==> src/rtl/picosoc_mem_pkg.sv <==
// Shared types and sizing helpers for the picosoc memory path.
package picosoc_mem_pkg;

  typedef enum logic [2:0] {
    INIT_WAIT,
    IDLE,
    WR_CMD,
    RD_CMD,
    RD_DATA,
    FILL_CMD,
    FILL_DATA,
    RESP
  } bridge_state_e;

  localparam logic [31:0] ERR_DATA_DEFAULT = 32'hDEAD_BEEF;

  function automatic int unsigned off_width(int unsigned line_words);
    return $clog2(line_words);
  endfunction

  function automatic int unsigned tag_width(int unsigned addr_w, int unsigned line_words);
    return addr_w - $clog2(line_words);
  endfunction

endpackage

==> src/rtl/ddr3_line_buffer.sv <==
// Single-line instruction buffer: word storage, tag and valid with hit compare.
module ddr3_line_buffer
  import picosoc_mem_pkg::*;
#(
  parameter int unsigned LINE_WORDS = 8,
  parameter int unsigned OFF_W      = off_width(LINE_WORDS),
  parameter int unsigned TAG_W      = 18
) (
  input  logic             clk,
  input  logic             reset,
  input  logic             wr_en,
  input  logic [OFF_W-1:0] wr_idx,
  input  logic [31:0]      wr_data,
  input  logic [OFF_W-1:0] rd_idx,
  output logic [31:0]      rd_data,
  input  logic             fill_done,
  input  logic [TAG_W-1:0] fill_tag,
  input  logic             invalidate,
  input  logic [TAG_W-1:0] lookup_tag,
  output logic             hit
);

  logic [31:0]      mem_q [LINE_WORDS];
  logic [TAG_W-1:0] tag_q;
  logic             valid_q;

  always_ff @(posedge clk) begin
    if (wr_en) mem_q[wr_idx] <= wr_data;
  end

  always_ff @(posedge clk or posedge reset) begin
    if (reset) begin
      tag_q   <= '0;
      valid_q <= 1'b0;
    end else if (invalidate) begin
      valid_q <= 1'b0;
    end else if (fill_done) begin
      tag_q   <= fill_tag;
      valid_q <= 1'b1;
    end
  end

  assign rd_data = mem_q[rd_idx];
  assign hit     = valid_q && (tag_q == lookup_tag);

endmodule

==> src/rtl/picorv32_ddr3_bridge.sv <==
// picorv32 native bus to DDR3 EMIF Avalon-MM bridge with a one-line fetch buffer.
module picorv32_ddr3_bridge
  import picosoc_mem_pkg::*;
#(
  parameter int unsigned AVL_ADDR_W     = 21,
  parameter int unsigned LINE_WORDS     = 8,
  parameter bit          CACHE_EN       = 1'b1,
  parameter int unsigned TIMEOUT_CYCLES = 1024,
  parameter logic [31:0] ERR_DATA       = ERR_DATA_DEFAULT
) (
  input  logic                        clk,
  input  logic                        reset,
  input  logic                        mem_valid,
  input  logic                        mem_instr,
  output logic                        mem_ready,
  input  logic [31:0]                 mem_addr,
  input  logic [31:0]                 mem_wdata,
  input  logic [3:0]                  mem_wstrb,
  output logic [31:0]                 mem_rdata,
  output logic [AVL_ADDR_W-1:0]       avl_address,
  output logic [31:0]                 avl_writedata,
  output logic [3:0]                  avl_byteenable,
  output logic                        avl_read,
  output logic                        avl_write,
  output logic [$clog2(LINE_WORDS):0] avl_burstcount,
  input  logic                        avl_waitrequest,
  input  logic [31:0]                 avl_readdata,
  input  logic                        avl_readdatavalid,
  input  logic                        init_done,
  output logic                        err,
  output logic [15:0]                 hit_count
);

  localparam int unsigned OFF_W = off_width(LINE_WORDS);
  localparam int unsigned TAG_W = tag_width(AVL_ADDR_W, LINE_WORDS);
  localparam int unsigned BC_W  = OFF_W + 1;
  localparam int unsigned TMO_W = $clog2(TIMEOUT_CYCLES + 1);

  bridge_state_e state_q, state_d;

  logic [AVL_ADDR_W-1:0] addr_q;
  logic [31:0]           wdata_q, rdata_q;
  logic [3:0]            wstrb_q;
  logic [OFF_W-1:0]      off_q, beat_q;
  logic [TMO_W-1:0]      tmo_q;
  logic [15:0]           hit_cnt_q;
  logic                  err_q, skip_q, init_lost_q;

  logic [AVL_ADDR_W-1:0] req_word;
  logic [TAG_W-1:0]      req_tag;
  logic [OFF_W-1:0]      req_off;
  logic                  req_fetch, buf_hit, buf_inv, take_req, is_hit;
  logic                  in_data, beat, tmo_fire, last_beat, cmd_accept;
  logic [31:0]           buf_rdata;
  logic                  unused_addr_bits;

  assign req_word  = mem_addr[AVL_ADDR_W+1:2];
  assign req_tag   = req_word[AVL_ADDR_W-1:OFF_W];
  assign req_off   = req_word[OFF_W-1:0];
  assign req_fetch = mem_instr && CACHE_EN && (mem_wstrb == 4'b0000);
  assign unused_addr_bits = ^{mem_addr[31:AVL_ADDR_W+2], mem_addr[1:0]};

  // Beats are only accepted while a read is outstanding; stragglers are dropped.
  assign in_data    = (state_q == RD_DATA) || (state_q == FILL_DATA);
  assign beat       = in_data && avl_readdatavalid;
  assign tmo_fire   = in_data && !beat && (tmo_q == TMO_W'(TIMEOUT_CYCLES - 1));
  assign last_beat  = beat && (state_q == FILL_DATA) && (beat_q == OFF_W'(LINE_WORDS - 1));
  assign cmd_accept = ((state_q == RD_CMD) || (state_q == FILL_CMD)) && !avl_waitrequest;

  always_comb begin
    state_d  = state_q;
    take_req = 1'b0;
    is_hit   = 1'b0;
    buf_inv  = tmo_fire;
    case (state_q)
      INIT_WAIT: if (init_done) state_d = IDLE;
      IDLE: begin
        if (!init_done) begin
          state_d = INIT_WAIT;
          buf_inv = 1'b1;
        end else if (mem_valid && !skip_q) begin
          take_req = 1'b1;
          if (mem_wstrb != 4'b0000) begin
            state_d = WR_CMD;
            buf_inv = buf_hit;
          end else if (req_fetch && buf_hit) begin
            is_hit  = 1'b1;
            state_d = RESP;
          end else if (req_fetch) begin
            state_d = FILL_CMD;
          end else begin
            state_d = RD_CMD;
          end
        end
      end
      WR_CMD:    if (!avl_waitrequest) state_d = RESP;
      RD_CMD:    if (!avl_waitrequest) state_d = RD_DATA;
      FILL_CMD:  if (!avl_waitrequest) state_d = FILL_DATA;
      RD_DATA:   if (beat || tmo_fire) state_d = RESP;
      FILL_DATA: if (last_beat || tmo_fire) state_d = RESP;
      RESP: begin
        if (!init_done || init_lost_q) begin
          state_d = INIT_WAIT;
          buf_inv = 1'b1;
        end else begin
          state_d = IDLE;
        end
      end
      default:   state_d = INIT_WAIT;
    endcase
  end

  always_ff @(posedge clk or posedge reset) begin
    if (reset) begin
      state_q     <= INIT_WAIT;
      addr_q      <= '0;
      wdata_q     <= '0;
      wstrb_q     <= '0;
      off_q       <= '0;
      beat_q      <= '0;
      tmo_q       <= '0;
      rdata_q     <= '0;
      hit_cnt_q   <= '0;
      err_q       <= 1'b0;
      skip_q      <= 1'b0;
      init_lost_q <= 1'b0;
    end else begin
      state_q <= state_d;
      skip_q  <= (state_q == RESP);
      if (state_q == INIT_WAIT) init_lost_q <= 1'b0;
      else if (!init_done)      init_lost_q <= 1'b1;
      if (take_req) begin
        addr_q  <= req_fetch ? {req_tag, {OFF_W{1'b0}}} : req_word;
        wdata_q <= mem_wdata;
        wstrb_q <= mem_wstrb;
        off_q   <= req_off;
      end
      if (is_hit) begin
        rdata_q   <= buf_rdata;
        hit_cnt_q <= hit_cnt_q + 16'd1;
      end
      if (cmd_accept) begin
        tmo_q  <= '0;
        beat_q <= '0;
      end else if (beat) begin
        tmo_q  <= '0;
        beat_q <= beat_q + OFF_W'(1);
        // Requested word is grabbed as it streams past, so no extra read-back cycle.
        if (state_q == RD_DATA || beat_q == off_q) rdata_q <= avl_readdata;
      end else if (in_data) begin
        tmo_q <= tmo_q + TMO_W'(1);
      end
      if (tmo_fire) begin
        err_q   <= 1'b1;
        rdata_q <= ERR_DATA;
      end
    end
  end

  ddr3_line_buffer #(
    .LINE_WORDS (LINE_WORDS),
    .OFF_W      (OFF_W),
    .TAG_W      (TAG_W)
  ) u_line_buffer (
    .clk        (clk),
    .reset      (reset),
    .wr_en      (beat && (state_q == FILL_DATA)),
    .wr_idx     (beat_q),
    .wr_data    (avl_readdata),
    .rd_idx     (req_off),
    .rd_data    (buf_rdata),
    .fill_done  (last_beat && CACHE_EN),
    .fill_tag   (addr_q[AVL_ADDR_W-1:OFF_W]),
    .invalidate (buf_inv),
    .lookup_tag (req_tag),
    .hit        (buf_hit)
  );

  always_comb begin
    avl_write      = (state_q == WR_CMD);
    avl_read       = (state_q == RD_CMD) || (state_q == FILL_CMD);
    avl_address    = (avl_write || avl_read) ? addr_q : '0;
    avl_writedata  = avl_write ? wdata_q : '0;
    avl_byteenable = avl_write ? wstrb_q : '0;
    avl_burstcount = '0;
    if (state_q == FILL_CMD)          avl_burstcount = BC_W'(LINE_WORDS);
    else if (avl_write || avl_read)   avl_burstcount = BC_W'(1);
  end

  assign mem_ready = (state_q == RESP);
  assign mem_rdata = rdata_q;
  assign err       = err_q;
  assign hit_count = hit_cnt_q;

endmodule
==> config.mk <==
export PLATFORM = sky130hd
export DESIGN_NAME = picorv32_ddr3_bridge
export DESIGN_NICKNAME = d
export VERILOG_FILES = /design/src/rtl/picosoc_mem_pkg.sv /design/src/rtl/ddr3_line_buffer.sv /design/src/rtl/picorv32_ddr3_bridge.sv
export SDC_FILE = /design/constraint.sdc
export NUM_CORES = 1
export LEC_CHECK = 0
export ABC_AREA = 1
export CAP_MARGIN = 40
export CORE_AREA = 2 2 153 215
export CTS_CLUSTER_SIZE = 16
export DETAILED_ROUTE_END_ITERATION = 12
export DIE_AREA = 0 0 155 217
export GPL_TIMING_DRIVEN = 0
export PLACE_DENSITY = 0.8
export SLEW_MARGIN = 40
export SYNTH_ARGS = -nofsm -noshare
export SYNTH_HDL_FRONTEND = slang
export SYNTH_SLANG_ARGS = --single-unit
==> constraint.sdc <==
create_clock -name clk -period 6.06 [get_ports clk]
set_input_delay 1.212 -clock clk [delete_from_list [all_inputs] [get_ports clk]]
set_output_delay 1.212 -clock clk [all_outputs]
set_load 0.05 [all_outputs]
* Yosys cells after proc, flatten, opt, wreduce, memory -nomap -nowiden *
Memories as Yosys holds them, arrays and structs flattened.
Cells that the tools add are included.

cells by class
  add/sub/neg operators = 3
  equality and inequality tests = 19
  muxes and demuxes = 48
  bitwise gates (word level) = 1
  reduce and logical (&&, ||, !) cells = 29

operator list
  operator               count
  $mux 32                6
  $mux 3                 14
  $mux 11                3
  $pmux 3 s8             1
  $mux 21                1
  $mux 1                 20
  $eq 18x18->1           1
  $add 16x1->16 const B  1
  $eq 3x3->1 const B     5
  $add 11x1->11 const B  1
  $eq 11x10->1 const B   1
  $logic_and 1x1->1      10
  $mux 4                 2
  $ne 2x2->1 const B     4
  $logic_or 1x1->1       7
  $reduce_and 7->1       1
  $eq 3x2->1 const B     2
  $ne 2x1->1 const B     3
  $logic_not 1->1        4
  $logic_not 4->1        1
  $reduce_bool 2->1      2
  $reduce_bool 4->1      1
  $add 3x1->3 const B    1
  $eq 3x1->1 const B     1
  other kinds (7)        7

storage, ports and cells
  register bits = 147
  bits in writable memories = 256
  input bits = 107
  output and inout port bits = 113
  logic and storage cells = 115
  memories kept = 1

memories
  memory               words  width  rd ports  clocked after Yosys merged registers in  wr ports  RTL line                source
  u_line_buffer.mem_q  8      32     1         0                                        1         ddr3_line_buffer.sv:23  logic [31:0] mem_q [LINE_WORDS];

* Longest topological paths before layout *
Gate-level depths: netlist (run 1).

  word-level depth = 13
  depth in mapped cells = 13
  gate-level depth less buffers = 12

* Hierarchy *
From an unflattened synthesis (run 1), not the netlist that was laid out.

unflattened totals
  cells, all modules = 1866
  area, all modules = 17963.5 um^2

modules (own cells, without submodules)
  module                times used  cells an instance  area an instance (um^2)  seq. area each (um^2)
  ddr3_line_buffer      1           878                10981.8                  8162.8
  picorv32_ddr3_bridge  1           988                6981.7                   3203.1

* Worst setup path before layout (run 1) *
Ideal clock, no wire load.

  path type = register -> output
  from = reg state_q[0]
  to = out avl_byteenable[0]
  arrival = 2692 ps
  data required time = 4848 ps
  path slack = 2156 ps
  cell stages (with the launch flop) = 7
  path buffers = 1
  cell sequence = dfrtp_1 inv_1 nand2_1 nor2_1 clkinv_1 clkbuf_1 nor2_1

on the way
  longest elaborated chain between the ends = 2

ends and longest elaborated chain
  what                    RTL line                     source
  start, declared         picorv32_ddr3_bridge.sv:39   bridge_state_e state_q, state_d;
  start signal, assigned  picorv32_ddr3_bridge.sv:128  state_q <= state_d;
  $eq 3x2->1              picorv32_ddr3_bridge.sv:180  avl_write = (state_q == WR_CMD);
  named net avl_write     picorv32_ddr3_bridge.sv:24   output logic avl_write,
  $mux 4                  picorv32_ddr3_bridge.sv:184  avl_byteenable = avl_write ? wstrb_q : '0;
  end, declared           picorv32_ddr3_bridge.sv:22   output logic [3:0] avl_byteenable,

The timed path passes the listed nets, and every way through them passes these cells.

* Final worst setup path (run 1) *
  from = reg state_q[0]
  to = out avl_address[0]

on the way
  longest elaborated chain between the ends = 4
  elaborated cells on any way between the ends = 6
  classes of those cells = 3 x eq/ne; 1 x mux; 2 x reduce/logical

ends and longest elaborated chain
  what                                             RTL line                     source
  $eq 3x2->1 / $eq 3x3->1 (equally long branches)  picorv32_ddr3_bridge.sv:181  avl_read = (state_q == RD_CMD) || (state_q == FILL_CMD);
  $logic_or 1x1->1                                 picorv32_ddr3_bridge.sv:181
  $logic_or 1x1->1 (*)                             picorv32_ddr3_bridge.sv:182  avl_address = (avl_write || avl_read) ? addr_q : '0;
  $mux 21 (*)                                      picorv32_ddr3_bridge.sv:182
  end, declared                                    picorv32_ddr3_bridge.sv:20   output logic [AVL_ADDR_W-1:0] avl_address,

Mark *: on every way between the ends. The rest lies on a longest branch, timed or not.

==> metrics, run 1 <==
setup violators final 0; Startpoint Class flip-flop; largest fanout on the critical path 10; layout cells sized above 1 6.85%; outcome complete, no violations; Internal Pwr Total approximately 0.0055 W; Final Util between 60% and 70%; slowest CP cell clkdlybuf4s50_1; Final #Nets 2183; R2R cell count 11; Starting Density between 50% and 60%; Antenna Nets Post-Route 0; num rows 78; cts hold-fix bufs 0; critical path endpoint category output pin; DRC viols 0; slew margin rel. 49.7%; Routed WL roughly 48 mm; clock tree from TritonCTS done; post-route minimum period 4.58 ns; number of synthesized register bits 403; Most used DFF post-synth edfxtp_1; fraction of power consumed by the clock network 26.5%; Post-DP Area around 0.021 mm2; crit-path cells inv_1 -> nand2_1 -> nor2_1 -> nor2_1 -> inv_1 -> clkbuf_1 -> nand2_1 -> inv_1 -> clkdlybuf4s50_1; Die Y 217 um; largest net degree at the start of global routing 66; NetSw 0.00323 W; DR WL/cell roughly 19 um; post-synth cell types 40; MaxCap Viol Count 0; Seq/Total Area, Yosys 64.6%; Setup Skew 0.0205 ns; width of the die 155 um; leakage power total 9.16 nW; Max Freq 0.218 GHz; Via Count ~14000; core area 0.0319 mm2; DR iter-0 viols between 1000 and 1500; WP data required 4.85 ns; Post-synth ARST share between 30% and 40%; cts bufs inserted 37; RSZ-0062 raised after global routing false; final period utilization 75.6%; Num Clock Sinks 403; worst vdd ir 0.301 mV; HPWL Detailed 33.4 mm; DIE AREA 0.0336 mm2; setup TNS 0 ns; Post-synth EDFFs approximately 260; first-pass GRT wire length 75.8 mm; WHS Path Cells 1; Synth Warn # 0; clock slew at reported path FFs approximately 0.070 ns; Top Ports 220; Gate Count Post-Synth 1809; vias in the first global route 14700; Max clock buf depth 3; combinational power share 32.8%; Setup CP Type flip-flop to output pin; Mapped Area between 0.015 and 0.02 mm2; Overflow after GRT 0; antenna violations before repair 1; routed vias/inst 5.68; final count of pins violating max slew 0; deepest level of the CTS H-tree 2; DR pass1 iterations 7; Final Hold Viols 0; Hold/Removal Path Class flip-flop to flip-flop; sequential share of power 40.6%; CP most frequent cell inv_1; max incr delay on CP 0.81 ns; Worst Tran Pin Value 0.749 ns; placed insts 2433; pwr/cell area 402 mW/mm2; clock root cell clkbuf_16; post-cts resize count 0; port bufs between 200 and 250; Setup Fix Bufs, Post-CTS 0; routability cong. 0.869; design area 0.0218 mm2; Arr. time, crit path 3.37 ns; Sw Ratio 36.9%; clk_lat worst skew 0.54 ns; Area Growth Syn to Fin 23.8%; fin cells 2502; syn avg cell area about 10 um2; gr usage total 28.9%
cell families after synthesis:
logic type,Yosys count,synth area share (%)
DFF,403,64.6
and+or+nand+nor,783,18.5
adders and majority gates,4,0.285
xor gates and xnor gates,14,0.697
other,1,0.0213
buffers and inverters,311,7.03
AOI/OAI and AO/OA,293,8.79
per-layer routing:
metal  routed length (um)  track usage, %  part of all wire (%)
met1                16800            32.3                    35
met4                 2710            16.3                   5.6
met3                 4680            6.33                   9.6
met2                24300            51.0                    50
met5                    0               0                     0
final timing paths:
check / start / to / slack [ns]
max in group asynchronous: reset / mem_rdata[17]$_DFF_PP0_ / 4.10
worst min register to register: hit_count[15]$_DFFE_PP0N_ / hit_count[15]$_DFFE_PP0N_ / 0.47
worst max-delay path: state_q[0]$_DFFE_PP0P_ / avl_address[0] / 1.48
min in group asynchronous: reset / wdata_q[9]$_DFFE_PP0P_ / 1.03
worst min-delay path: hit_count[15]$_DFFE_PP0N_ / hit_count[15]$_DFFE_PP0N_ / 0.47
worst max register to register: state_q[2]$_DFFE_PP0P_ / u_line_buffer.mem_q[1][23]$_DFFE_PP_ / 3.27
metrics by stage:
| step | setup slack [ns] | hold slack [ns] | power, W |
|---|---|---|---|
| after floorplan | 0.897 | 0.453 | 0.00541 |
| after global placement | -1.33 | 0.457 | 0.00635 |
| after detailed placement | 2.00 | 0.464 | 0.00646 |
| after CTS | 1.40 | 0.477 | 0.00876 |
| after global routing | 1.26 | 0.519 | 0.00913 |
| final | 1.48 | 0.469 | 0.00875 |
state kept, by name, indices dropped and copies added, names as in the netlist:
register and cells:
beat_q 3, skip_q 1, state_q 3, u_line_buffer.tag_q 18, init_lost_q 1, wstrb_q 4, u_line_buffer.mem_q 256, mem_rdata 32
u_line_buffer.valid_q 1, tmo_q 11, off_q 3, err 1, hit_count 16, wdata_q 32, addr_q 21
Yosys cell counts, types with 11 or more instances:
master	count	share of area (%)
dfrtp_1	147	21
xor2_1	11	0.55
inv_1	211	4.5
nand2_1	381	8.1
o22ai_1	48	1.7
buf_2	22	0.63
clkbuf_1	57	1.2
nand3_1	100	2.8
edfxtp_1	256	44
o21ai_0	196	5.6
nand4_1	32	1.1
nor2_1	234	5.0
a21oi_1	42	1.2
final cells by class:
class                   instances  area (um2)
multi-input cells            1096        5050
repair buffers                223        2420
fillers                      2310       10100
plain buffers                  91         410
inverters                     220         833
flip-flops and latches        403       11400
diodes                          1        2.50
clock inverters                22         184
clock buffers                  46        1000
well taps                     400         500
power groups by stage:
| stage | clock, W | combinational, W | sequential, W |
|---|---|---|---|
| finish | 0.00232 | 0.00287 | 0.00356 |
| global route | 0.00244 | 0.00310 | 0.00360 |
| CTS | 0.00233 | 0.00287 | 0.00356 |
| detailed placement | 0 | 0.00285 | 0.00361 |
| global placement | 0 | 0.00275 | 0.00360 |
| floorplan | 0 | 0.00149 | 0.00392 |
worst max-delay path, delay by kind of cell (launching register included):
kind	cells	cell delay (ns)
buffers and inverters	5	1.66
DFF	1	0.44
and+or+nand+nor	4	0.75
placed cells by master (no fill, tap or decap), types with 3 or more instances in the layout:
| cell type | n |
|---|---|
| a21oi_1 | 42 |
| buf_1 | 3 |
| buf_16 | 8 |
| buf_2 | 22 |
| buf_4 | 7 |
| buf_8 | 10 |
| bufinv_16 | 3 |
| clkbuf_1 | 64 |
| clkbuf_16 | 39 |
| clkdlybuf4s50_1 | 205 |
| clkinv_1 | 5 |
| clkinv_2 | 14 |
| dfrtp_1 | 147 |
| edfxtp_1 | 256 |
| ha_1 | 4 |
| inv_1 | 210 |
| inv_2 | 8 |
| nand2_1 | 381 |
| nand3_1 | 100 |
| nand4_1 | 32 |
| nor2_1 | 226 |
| nor2_2 | 7 |
| nor2_4 | 9 |
| nor3_1 | 6 |
| nor3_2 | 3 |
| o21ai_0 | 196 |
| o22ai_1 | 48 |
| or2_1 | 3 |
| or2_2 | 6 |
| xnor2_1 | 3 |
| xor2_1 | 11 |
Power figures use the tool's default switching activity.
==> inputs of run 2 (changes only) <==
Settings changed: CORE_AREA 2 2 153 215 to 2 2 162 227, DIE_AREA 0 0 155 217 to 0 0 164 229, PLACE_DENSITY 0.8 to 0.75.
Clock period 6.06 ns to 4.1 ns, I/O delays scaled along.
==> run 2 against run 1 <==
Sequential share of layout area is 0.64 points lower. Routed wire length is 1.7% higher. Combinational power is 46% higher. Die area is 12% higher. Global-route usage is 2.6 points lower. Sequential power is 48% higher. Clock skew is 0.0072 ns lower. Worst hold slack better by 0.0053 ns.
==> metrics, run 2 (synthesized netlist as in run 1, its figures left out) <==
DR iter-0 viols 1256; HPWL Detailed 34.5 mm; Setup Skew roughly 0.013 ns; Worst Path Buf+Inv 5; cts bufs inserted 39; Routed WL 49.3 mm; deepest level of the CTS H-tree 2; critical path endpoint category output pin; vias in the first global route 14200; setup violators final 0; most flop-heavy register u_line_buffer.mem_q; Setup CP Type flip-flop to output pin; clock root cell clkbuf_16; worst reg-to-reg setup slack 1.24 ns; Hold/Removal Path Class flip-flop to flip-flop; clock tree from TritonCTS done; antenna violations before repair 2; Area Growth Syn to Fin 25.3%; largest fanout on the critical path 10; clk_lat worst skew 0.54 ns; slew margin rel. between 40 and 50%; width of the die 164 um; slowest CP cell clkdlybuf4s50_1; Overflow after GRT 0; Max Freq 0.253 GHz; max incr delay on CP 0.79 ns; worst vdd ir 0.888 mV; cts hold-fix bufs 0; final period utilization 96.3%; Largest register FFs 256; Antenna Nets Post-Route 0; DRC viols 0; CP most frequent cell inv_1; RSZ-0062 raised after global routing false; crit-path cells inv_1 -> nand2_1 -> nor2_2 -> nor2_1 -> inv_1 -> clkbuf_2 -> nand2_1 -> inv_1 -> clkdlybuf4s50_1; MaxCap Viol Count 0; outcome complete, no violations; gr usage total 26.4%; Final #Nets around 2200; commonest non-fill, non-tap cells in the layout nand2_1 (381), edfxtp_1 (256), nor2_1 (225); layout cells sized above 1 between 7 and 8%; routed vias/inst 5.49; num rows 82; final worst slack 0.150 ns; first-pass GRT wire length 76.2 mm; Die Y 229 um; post-route minimum period roughly 3.9 ns; pwr/cell area approximately 590 mW/mm2; Num Clock Sinks 403; largest net degree at the start of global routing 26; Starting Density between 40 and 50%; routability cong. approximately 0.87; setup TNS 0 ns; post-cts resize count 21; DR WL/cell 19.2 um; Layout fillers roughly 2900; port bufs 205; DR pass1 iterations 5; Largest delay share family, worst path buffers and inverters; Top Ports 220; Arr. time, crit path 3.13 ns; Via Count 14100; leakage power total between 9 and 10 nW; WP data required roughly 3.3 ns; Final Hold Viols 0; Startpoint Class flip-flop; Setup Fix Bufs, Post-CTS 0; final count of pins violating max slew 0; core area 0.0356 mm2; DIE AREA 0.0376 mm2; Worst Tran Pin Value ~0.8 ns; clock slew at reported path FFs 0.06 ns; pre-CTS WS 0.355 ns; Max clock buf depth 3; most common cell after layout, fill and taps aside nand2_1
-- run 2: power breakdown --
group,total (W),internal (W),switching [W]
sequential,0.00527,0.00493,0.000336
clock,0.00355,0.00204,0.00151
combinational,0.00419,0.00127,0.00292
total,0.0130,0.00825,0.00476
-- run 2: path summary, 6_finish.rpt --
check,from,endpoint,cells after the start
worst max-delay path,state_q[0]$_DFFE_PP0P_,avl_address[4],9
worst min-delay path,err$_DFFE_PP0P_,err$_DFFE_PP0P_,1
worst max register to register,state_q[2]$_DFFE_PP0P_,u_line_buffer.mem_q[6][6]$_DFFE_PP_,11
worst min register to register,err$_DFFE_PP0P_,err$_DFFE_PP0P_,1
max in group asynchronous,reset,mem_rdata[30]$_DFF_PP0_,6
min in group asynchronous,reset,wdata_q[12]$_DFFE_PP0P_,2
-- run 2: area by class of cell --
class | count | area, um2 | area share [%]
Sequential cell | 403 | 11400 | 51.6
Timing Repair Buffer | 228 | 2550 | 11.6
Buffer | 91 | 412 | 1.87
Inverter | 220 | 831 | 3.77
Tap cell | 462 | 578 | 2.62
Clock inverter | 19 | 174 | 0.789
Antenna cell | 1 | 2.50 | 0.0114
Clock buffer | 52 | 1080 | 4.89
Multi-Input combinational cell | 1096 | 5050 | 22.9
-- run 2: metal layers --
layer | vias up | wire [um] | GRT usage [%] | part of all wire, %
met4 | 2 | 2620 | 13.8 | 5.3
met2 | 743 | 25100 | 45.9 | 51
met1 | 6705 | 17800 | 31.5 | 36
met5 | - | 11 | 0 | 0.022
li1 | 6512 | - | - | -
met3 | 158 | 3820 | 3.71 | 7.7
-- run 2: metrics by stage --
step,utilization [%],instances,hold slack [ns],power [W],instance area [um2]
3_3_place_gp,56.8,2477,0.462,0.00937,20200
2_1_floorplan,-,1810,0.453,0.00800,17600
4_1_cts,61.9,2571,0.478,0.0130,22000
3_5_place_dp,58.4,2500,0.466,0.00953,20800
5_1_grt,61.9,2572,0.507,0.0136,22000
6_report,61.9,2572,0.474,0.0130,22000
-- run 2: worst reg2reg max path, cell delays in order (launching register included) --
cell     delay [ns]
dfrtp_1        0.42
inv_2          0.11
nor2_2         0.19
inv_2          0.09
nor2_2         0.13
buf_4          0.25
inv_2          0.06
nor2_2         0.15
nand2_1        0.25
nor2_4         0.52
buf_16         0.22
buf_8          0.17
